[src/rtl/tx_ring_pkg.sv]
// Shared types and helpers for the TX packet ring writer.
package tx_ring_pkg;

  localparam int SLOT_BYTES_DEF = 2048;

  typedef enum logic [1:0] {
    ST_IDLE = 2'd0,
    ST_SOP  = 2'd1,
    ST_DATA = 2'd2,
    ST_DROP = 2'd3
  } state_e;

  // Descriptor handed to the DMA side: slot base byte address and length.
  typedef struct packed {
    logic [31:0] addr;
    logic [15:0] len;
  } desc_t;

  // Byte count of a keep mask; callers zero-extend narrower masks to 16 bits.
  function automatic logic [4:0] popcnt16(input logic [15:0] v);
    logic [4:0] c;
    c = '0;
    for (int i = 0; i < 16; i++) c = c + {4'd0, v[i]};
    return c;
  endfunction

endpackage

[src/rtl/tx_desc_fifo.sv]
// First-word-fall-through descriptor FIFO with a synchronous flush.
// The writer never pushes more entries than there are ring slots, so the
// FIFO has no full flag.
module tx_desc_fifo
  import tx_ring_pkg::*;
#(
  parameter int DEPTH = 64
) (
  input  logic  clk,
  input  logic  rst,
  input  logic  flush,
  input  logic  push,
  input  desc_t din,
  input  logic  pop,
  output desc_t dout,
  output logic  valid
);
  localparam int AW = $clog2(DEPTH);

  desc_t      r_mem [DEPTH];
  logic [AW:0] r_wp;
  logic [AW:0] r_rp;
  logic        w_empty;

  assign w_empty = (r_wp == r_rp);
  assign valid   = ~w_empty;
  assign dout    = r_mem[r_rp[AW-1:0]];

  // Pointer update; flush wins over a simultaneous push or pop.
  always_ff @(posedge clk) begin
    if (rst || flush) begin
      r_wp <= '0;
      r_rp <= '0;
    end else begin
      if (push)             r_wp <= r_wp + 1'b1;
      if (pop && !w_empty)  r_rp <= r_rp + 1'b1;
    end
  end

  // Storage is not reset; empty entries are never presented as valid.
  always_ff @(posedge clk) begin
    if (push && !flush) r_mem[r_wp[AW-1:0]] <= din;
  end

endmodule

[src/rtl/tx_packet_ring_writer.sv]
// AXIS Ethernet packets into a BRAM ring of fixed-size slots. Good packets
// produce a descriptor; oversize or tuser-errored packets are dropped and
// counted. Slots are returned by explicit release pulses from the DMA side.
module tx_packet_ring_writer
  import tx_ring_pkg::*;
#(
  parameter int S_WIDTH    = 64,
  parameter int DATA_WIDTH = 128,
  parameter int NB_TX_DESC = 64,
  parameter int SLOT_BYTES = SLOT_BYTES_DEF,
  parameter int ERR_BIT    = 0
) (
  input  logic                            axi_clk,
  input  logic                            axi_reset,
  input  logic [S_WIDTH-1:0]              s_axis_eth_tdata,
  input  logic [7:0]                      s_axis_eth_tuser,
  input  logic                            s_axis_eth_tlast,
  input  logic [S_WIDTH/8-1:0]            s_axis_eth_tkeep,
  input  logic                            s_axis_eth_tvalid,
  output logic                            s_axis_eth_tready,
  output logic                            clk_o,
  output logic [31:0]                     addr_o,
  output logic [DATA_WIDTH-1:0]           data_o,
  output logic [DATA_WIDTH/8-1:0]         wea_o,
  output logic                            en_o,
  output logic                            wren_o,
  input  logic                            init_i,
  input  logic                            start_i,
  output logic [31:0]                     pkt_addr_o,
  output logic [15:0]                     pkt_len_o,
  output logic                            pkt_valid_o,
  input  logic                            pkt_ready_i,
  input  logic                            pkt_release_i,
  output logic [$clog2(NB_TX_DESC):0]     slots_used_o,
  output logic [31:0]                     drop_cnt_o
);
  localparam int R   = DATA_WIDTH / S_WIDTH;
  localparam int KB  = S_WIDTH / 8;
  localparam int RB  = DATA_WIDTH / 8;
  localparam int PW  = $clog2(NB_TX_DESC);
  localparam int RSH = $clog2(R);
  localparam int LW  = (R > 1) ? RSH : 1;

  state_e                r_state, w_state_nxt;
  logic                  r_init_pend;
  logic [PW:0]           r_wr_ptr, r_rel_ptr;
  logic [15:0]           r_bytes, r_beat;
  logic [31:0]           r_addr;
  logic [DATA_WIDTH-1:0] r_data;
  logic [RB-1:0]         r_wea;
  logic                  r_en;
  logic [31:0]           r_drop;

  logic        w_init_any, w_slot_free, w_tready, w_acc, w_in_pkt;
  logic        w_over, w_err, w_wr, w_good, w_drop, w_rel;
  logic [PW:0] w_used;
  logic [15:0] w_keep16, w_new_bytes, w_row;
  logic [LW-1:0] w_lane;
  logic [31:0] w_slot_base, w_addr;
  desc_t       w_desc, w_fifo_dout;
  logic        w_fifo_vld;
  logic        w_unused;

  assign w_unused    = ^s_axis_eth_tuser;
  assign w_init_any  = init_i | r_init_pend;
  // Pointers carry a wrap bit, so occupancy is their difference and the
  // ring is full exactly when the top bit of that difference is set.
  assign w_used      = r_wr_ptr - r_rel_ptr;
  assign w_slot_free = ~w_used[PW];

  assign w_keep16    = 16'(s_axis_eth_tkeep);
  assign w_new_bytes = r_bytes + {11'd0, popcnt16(w_keep16)};
  assign w_over      = (w_new_bytes > 16'(SLOT_BYTES));
  assign w_err       = s_axis_eth_tuser[ERR_BIT];

  assign w_acc    = s_axis_eth_tvalid & w_tready;
  assign w_in_pkt = w_acc & ((r_state == ST_SOP) | (r_state == ST_DATA));
  // The beat that overflows the slot would address the next slot: not written.
  assign w_wr     = w_in_pkt & ~w_over;
  assign w_good   = w_in_pkt & s_axis_eth_tlast & ~w_over & ~w_err;
  assign w_drop   = w_in_pkt & (w_over | (s_axis_eth_tlast & w_err));
  assign w_rel    = pkt_release_i & (w_used != '0);

  assign w_lane      = (R > 1) ? r_beat[LW-1:0] : '0;
  assign w_row       = r_beat >> RSH;
  assign w_slot_base = 32'(r_wr_ptr[PW-1:0]) * 32'(SLOT_BYTES);
  assign w_addr      = w_slot_base + 32'(w_row) * 32'(RB);

  assign w_desc.addr = w_slot_base;
  assign w_desc.len  = w_new_bytes;

  // Ready decode: capture states stall while the ring is full; a pending
  // flush blocks everything for its one cycle.
  always_comb begin
    w_tready = 1'b0;
    case (r_state)
      ST_IDLE:         w_tready = 1'b1;
      ST_SOP, ST_DATA: w_tready = w_slot_free;
      ST_DROP:         w_tready = 1'b1;
      default:         w_tready = 1'b0;
    endcase
    if (r_init_pend) w_tready = 1'b0;
  end

  // Next-state logic; IDLE only leaves on a packet boundary.
  always_comb begin
    w_state_nxt = r_state;
    case (r_state)
      ST_IDLE:
        if (start_i && !w_init_any && (!s_axis_eth_tvalid || s_axis_eth_tlast))
          w_state_nxt = ST_SOP;
      ST_SOP, ST_DATA:
        if (w_acc) begin
          if (s_axis_eth_tlast) w_state_nxt = ST_SOP;
          else if (w_over)      w_state_nxt = ST_DROP;
          else                  w_state_nxt = ST_DATA;
        end
      ST_DROP:
        if (w_acc && s_axis_eth_tlast) w_state_nxt = ST_SOP;
      default: w_state_nxt = ST_IDLE;
    endcase
    if (r_init_pend) w_state_nxt = ST_IDLE;
  end

  // State register and init latch; the flush runs the cycle after init_i.
  always_ff @(posedge axi_clk) begin
    if (axi_reset) begin
      r_state     <= ST_IDLE;
      r_init_pend <= 1'b0;
    end else begin
      r_state     <= w_state_nxt;
      r_init_pend <= init_i & ~r_init_pend;
    end
  end

  // Per-packet byte and beat counters, cleared at every packet boundary.
  always_ff @(posedge axi_clk) begin
    if (axi_reset || r_init_pend) begin
      r_bytes <= '0;
      r_beat  <= '0;
    end else if (w_in_pkt) begin
      if (s_axis_eth_tlast || w_over) begin
        r_bytes <= '0;
        r_beat  <= '0;
      end else begin
        r_bytes <= w_new_bytes;
        r_beat  <= r_beat + 16'd1;
      end
    end
  end

  // Slot accounting: allocate on a good tlast, free on a release pulse.
  always_ff @(posedge axi_clk) begin
    if (axi_reset || r_init_pend) begin
      r_wr_ptr  <= '0;
      r_rel_ptr <= '0;
    end else begin
      if (w_good) r_wr_ptr  <= r_wr_ptr + 1'b1;
      if (w_rel)  r_rel_ptr <= r_rel_ptr + 1'b1;
    end
  end

  // Registered BRAM port; only the lane of the current beat is updated.
  always_ff @(posedge axi_clk) begin
    if (axi_reset) begin
      r_addr <= '0;
      r_data <= '0;
      r_wea  <= '0;
      r_en   <= 1'b0;
    end else begin
      r_en  <= w_wr;
      r_wea <= '0;
      if (w_wr) begin
        r_addr <= w_addr;
        for (int l = 0; l < R; l++) begin
          if (w_lane == LW'(l)) begin
            r_data[l*S_WIDTH +: S_WIDTH] <= s_axis_eth_tdata;
            r_wea[l*KB +: KB]            <= s_axis_eth_tkeep;
          end
        end
      end
    end
  end

  // Saturating drop counter; survives a flush.
  always_ff @(posedge axi_clk) begin
    if (axi_reset)                 r_drop <= '0;
    else if (w_drop && !(&r_drop)) r_drop <= r_drop + 32'd1;
  end

  tx_desc_fifo #(.DEPTH(NB_TX_DESC)) u_desc_fifo (
    .clk   (axi_clk),
    .rst   (axi_reset),
    .flush (r_init_pend),
    .push  (w_good),
    .din   (w_desc),
    .pop   (pkt_valid_o & pkt_ready_i),
    .dout  (w_fifo_dout),
    .valid (w_fifo_vld)
  );

  assign s_axis_eth_tready = w_tready;
  assign clk_o        = axi_clk;
  assign addr_o       = r_addr;
  assign data_o       = r_data;
  assign wea_o        = r_wea;
  assign en_o         = r_en;
  assign wren_o       = |r_wea;
  assign pkt_valid_o  = w_fifo_vld;
  assign pkt_addr_o   = w_fifo_vld ? w_fifo_dout.addr : 32'd0;
  assign pkt_len_o    = w_fifo_vld ? w_fifo_dout.len  : 16'd0;
  assign slots_used_o = w_used;
  assign drop_cnt_o   = r_drop;

endmodule
[config.mk]
export PLATFORM = sky130hd
export DESIGN_NAME = tx_packet_ring_writer
export DESIGN_NICKNAME = d
export VERILOG_FILES = /design/src/rtl/tx_ring_pkg.sv /design/src/rtl/tx_desc_fifo.sv /design/src/rtl/tx_packet_ring_writer.sv
export SDC_FILE = /design/constraint.sdc
export NUM_CORES = 2
export LEC_CHECK = 0
export CORE_ASPECT_RATIO = 1.1
export CORE_MARGIN = 2
export CORE_UTILIZATION = 41
export CTS_CLUSTER_DIAMETER = 60
export DETAILED_ROUTE_END_ITERATION = 12
export MAX_ROUTING_LAYER = met4
export PLACE_DENSITY = 0.71
export RECOVER_POWER = 100
export SLEW_MARGIN = 20
export SYNTH_ARGS = -nofsm -noshare
export SYNTH_HDL_FRONTEND = slang
export SYNTH_SLANG_ARGS = --single-unit
[constraint.sdc]
create_clock -name axi_clk -period 9.1 [get_ports axi_clk]
set_input_delay 1.365 -clock axi_clk [delete_from_list [all_inputs] [get_ports axi_clk]]
set_output_delay 1.365 -clock axi_clk [all_outputs]
set_load 0.1 [all_outputs]
### Word level (Yosys, flattened, before mapping)

Memories as Yosys holds them, arrays and structs flattened. A register that Yosys moved wholly into a read port is not among the register bits.
Cells that the tools add are included.

* reduce and logical (&&, ||, !) cells: 26
* add/subtract/negate cells: 16
* equality and inequality tests: 7
* multiplexer cells: 16
* multiply operators: 0
* bitwise gates (word level): 21
* shift operators: 0
* order comparisons: 1
* div/mod/pow operators: 0

Operator list (count)
* 2-to-1 mux 16 bit: 3
* adder 32 x 1 -> 32 bit (second input constant): 1
* 2-to-1 mux 32 bit: 1
* AND reduction 32 bit: 1
* adder 7 x 1 -> 7 bit (second input constant): 4
* adder 17 x 19 -> 20 bit: 1
* adder 16 x 1 -> 16 bit (second input constant): 1
* adder 16 x 5 -> 16 bit: 1
* > comparator 16 x 12 -> 1 bit (second input constant): 1
* OR reduction 16 bit: 1
* adder 5 x 1 -> 5 bit: 3
* 2-to-1 mux 6 bit: 2
* bitwise AND 1 bit: 11
* 2-to-1 mux 2 bit: 4
* == test 7 bit: 1
* NOT 1 bit: 7
* nonzero test 7 bit: 1
* subtractor 7 bit: 1
* logical AND 1 bit: 6
* inequality test 2 bit (second input constant): 3
* case mux 2 bit (3 select lines): 1
* OR reduction 2 bit: 3
* OR reduction 3 bit: 2
* adder 4 x 1 -> 5 bit: 1
* other kinds (13): 26

* bits in registers: 272
* memory bits (writable): 1408
* output and inout bits: 268
* memory bits (read-only): 0
* input bits: 88
* logic and storage cells: 103
* latch bits: 0
* memories: 1

Memory list
* u_desc_fifo.r_mem: depth 64, bits a word 22, rd ports 1, clocked after Yosys merged registers in 1, write ports 1, RTL line tx_desc_fifo.sv:20 `desc_t r_mem [DEPTH];`

### Longest topological paths before layout

* depth after elaboration: 15
* mapped depth: 17
* mapped depth without buffers: 15

### Cells and area by module

From an unflattened synthesis, not the netlist that was laid out.

* cells, all modules: 6329
* area, all modules: 128295.5 µm²

Modules (own cells, without submodules)
* tx_desc_fifo: instances 1, cells each 4959, area an instance 117285.0 µm²
* tx_packet_ring_writer: instances 1, cells each 1370, area an instance 11010.6 µm²

==> impl_metrics.py <==
metrics = {
    "logic_synthesis": {
        "synthAdderAreaFrac_pct": 0.709,
        "synthFlopType": "edfxtp_1",
        "synth_area_um2": 65700,
        "synth_seq_cells": 1670,
        "synth-xor-area-share_pct": 0.960,
        "synthArstFlopShare_pct": 0,
        "synth_top_area_share_pct": 64.4,
        "synthMuxAreaShare_pct": 15.9,
        "synthCells": 3519,
        "synth_edf_count": 1408,
        "yosysMostFrequentCell": "edfxtp_1",
        "synth_area_per_cell_um2": 18.7,
        "yosysWarnings": 0,
        "synth_top_cell_by_area": "edfxtp_1",
        "ys_top_cells_by_area": "edfxtp_1 64%, mux4_2 16%, dfxtp_1 8.0%, nand2_1 1.6%, a21oi_1 1.0%",
        "synth_top_family_by_area": "multiplexers",
        "seq_area_frac_synth_pct": 72.4,
        "yosys-top-cells-count": "1408 x edfxtp_1, 462 x mux4_2, 277 x nand2_1, 262 x dfxtp_1, 148 x clkbuf_1",
        "yosys.area_share.simple_pct": 5.31,
        "synth_cell_type_count": 77,
        "synth_compound_area_share_pct": 2.78,
    },
    "setup_path": {
        "crit_path_start": "s_axis_eth_tkeep[0]",
        "arrival_ns": 8.03,
        "regToRegSetupSlack_ns": 2.62,
        "cp_num_buf_inv": 4,
        "cp_slowest_cell": "clkbuf_1",
        "crit_chain": "dlygate4sd3_1 -> fa_1 -> inv_1 -> fa_1 -> fa_1 -> inv_1 -> fa_1 -> fa_1 -> a21o_1 -> a21oi_1 -> nor4b_1 -> xor2_4 -> clkbuf_1",
        "cp_slowest_stage_delay_ns": 2.23,
        "crit_top_cell": "fa_1",
        "r2r-start": "r_bytes[0]",
        "path_class": "primary input to register",
        "crit_family": "buffers and inverters",
        "worstPathRequired_ns": 9.35,
        "critPathLaunchType": "primary input",
        "worst_setup_path_end_kind": "register",
        "cp_max_fo": 64,
    },
    "route": {
        "wirelength_mm": 165,
        "drtPass1Iterations": 5,
        "vias_per_cell": 5.60,
        "post_drt_wl_per_cell_um": 26.6,
        "vias": 34600,
        "drt-initial-drc-count": 3575,
        "drc": 0,
        "ant_nets": 0,
    },
    "timing": {
        "fmax_mhz": 129,
        "maxSlewViolCount": 1631,
        "rsz0062_at_grt": "no",
        "tns_ns": 0,
        "fin_crit_sh_pct": 85.5,
        "worst_pin_slew_ns": 3.53,
        "clock_skew_ns": 0.0272,
        "relSlewSlack_pct": -135,
        "period_needed_ns": 7.78,
        "setup_viol_count_final": 0,
        "hold_viol": 0,
    },
    "floorplanning": {
        "fp.dieArea_um2": 163000,
        "dieHeight_um": 424,
        "die_x_um": 386,
        "core_um2": 160000,
        "start_util_pct": 41.2,
        "ioPinCount": 356,
        "rows": 154,
    },
    "hold_path": {
        "hold_class": "register to register",
        "worstHoldStart": "data_o[66]",
    },
    "place": {
        "dp_hpwl_mm": 95.3,
        "routabilityCongestion": 0.854,
        "dp_cells": 5847,
        "port_buffers": 306,
    },
    "global_route": {
        "antenna_found_initial": 12,
        "grt_max_degree": 138,
        "grt_pass1_vias": 35400,
        "grt_overflow_total": 0,
        "grt_pass1_wl_mm": 240,
        "grt_usage_pct": 20.9,
    },
    "clocking": {
        "cts-hold-fix-buffers": 0,
        "cts.repair.resized": 0,
        "clock_latency_ns": 0.93,
        "post_cts.repair.setup_buffers": 0,
        "cts_tree": "done",
        "path_clk_slew_ns": 0.06,
    },
    "run_status": {
        "status": "complete, but fails checks",
        "violations": "max-capacitance violations, max-slew violations",
    },
    "finish": {
        "nFillCells": 13100,
        "seqCellArea_um2": 47500,
        "drive_gt1_share_pct": 23.8,
        "area_delta_synth_final_pct": 17.4,
        "multi_input_area_um2": 17100,
        "fin_cells": 6176,
        "nets": 4038,
    },
    "power": {
        "p_per_area_nw_per_um2": 210,
        "irDropWorstVdd_uv": 244,
        "p_leak_nw": 23.1,
    },
    "flow_run": {
        "maxCapViolations": 27,
    },
}
-- worst min-delay path: cells and delay by family (launching register included) --
kind               cells  cell delay, ns
and+or+nand+nor        1            0.05
DFF                    1            0.30
AOI/OAI and AO/OA      1            0.05
-- state kept, by name (all words and copies together), names as in the netlist, named ones only --
register and flops:
u_desc_fifo.r_rp 7, u_desc_fifo.r_wp 7, r_rel_ptr 7, r_wr_ptr 7
r_state 2, r_init_pend 1, wea_o 16, r_bytes 16
addr_o 16, drop_cnt_o 32, en_o 1, data_o 128
u_desc_fifo.r_mem 1408, r_beat 16
-- report_power, final --
group,internal [mW],switching [mW]
sequential,8.37,0.0106
clock,4.11,3.01
combinational,0.126,0.572
-- logic make-up after synthesis --
group	count (synthesis)
mux	467
other cells	1
fa+ha+maj	33
xor+xnor	72
buf+inv	280
simple gates	712
flops	1670
compound gates	284
-- cell type report --
type / instances / share of cell area (%)
timing repair buffer: 421 / 5.02
tap: 2106 / 3.42
antenna: 10 / 0.0325
clock inverter: 105 / 1.39
clock buffer: 215 / 6.07
sequential: 1670 / 61.7
multi-input combinational: 1610 / 22.2
inverter: 39 / 0.190
-- per-stage QoR --
| stage | hold slack [ns] | utilization, % | total power, mW | area (um2) | worst slack (ns) |
|---|---|---|---|---|---|
| after floorplan | 0.436 | - | 9.05 | 65800 | 0.0349 |
| after detailed placement | 0.446 | 45.1 | 9.30 | 71900 | 1.13 |
| final | 0.447 | 48.3 | 16.2 | 77100 | 1.32 |
| after global placement | 0.437 | 45.1 | 9.28 | 71900 | 1.19 |
| after global routing | 0.462 | 48.3 | 16.6 | 77100 | 0.912 |
| after CTS | 0.451 | 48.7 | 16.3 | 77600 | 1.97 |
-- per-layer routing --
metal | wire length, um | track usage (%) | up-vias
met5 | 0 | - | -
met4 | 4860 | 6.73 | 0
met3 | 14900 | 5.29 | 253
met2 | 82600 | 33.8 | 1568
met1 | 62200 | 25.7 | 18000
li1 | - | - | 14700
-- final timing paths --
check             depth (start not counted)                  endpoint
setup / recovery                         13  u_desc_fifo.r_mem[5][12]
hold / removal                            2                data_o[66]
setup reg to reg                         11  u_desc_fifo.r_mem[5][12]
hold reg to reg                           2                data_o[66]
-- cells in the final DEF (no fill, tap or decap), types with 8 or more instances in the layout --
master / n
nor3_1: 12
clkinv_2: 38
dlygate4sd3_1: 223
edfxtp_1: 1408
and3_1: 12
nor2_1: 94
a21oi_1: 165
nand3_1: 23
and2_1: 13
dfxtp_1: 257
buf_12: 8
buf_4: 72
xor2_1: 28
and2_0: 11
nand2_1: 277
nor4_1: 37
conb_1: 42
diode_2: 10
inv_1: 39
nand2_2: 60
clkbuf_16: 177
clkinv_1: 25
nor2_2: 31
or3_1: 36
xor2_4: 8
clkbuf_1: 62
mux4_2: 462
o21ai_0: 32
nor2b_1: 29
a21oi_2: 30
inv_6: 9
clkbuf_8: 10
clkdlybuf4s50_1: 79
bufinv_16: 15
ha_1: 26
nand4_1: 29
xnor2_1: 34
Power figures use the tool's default switching activity.
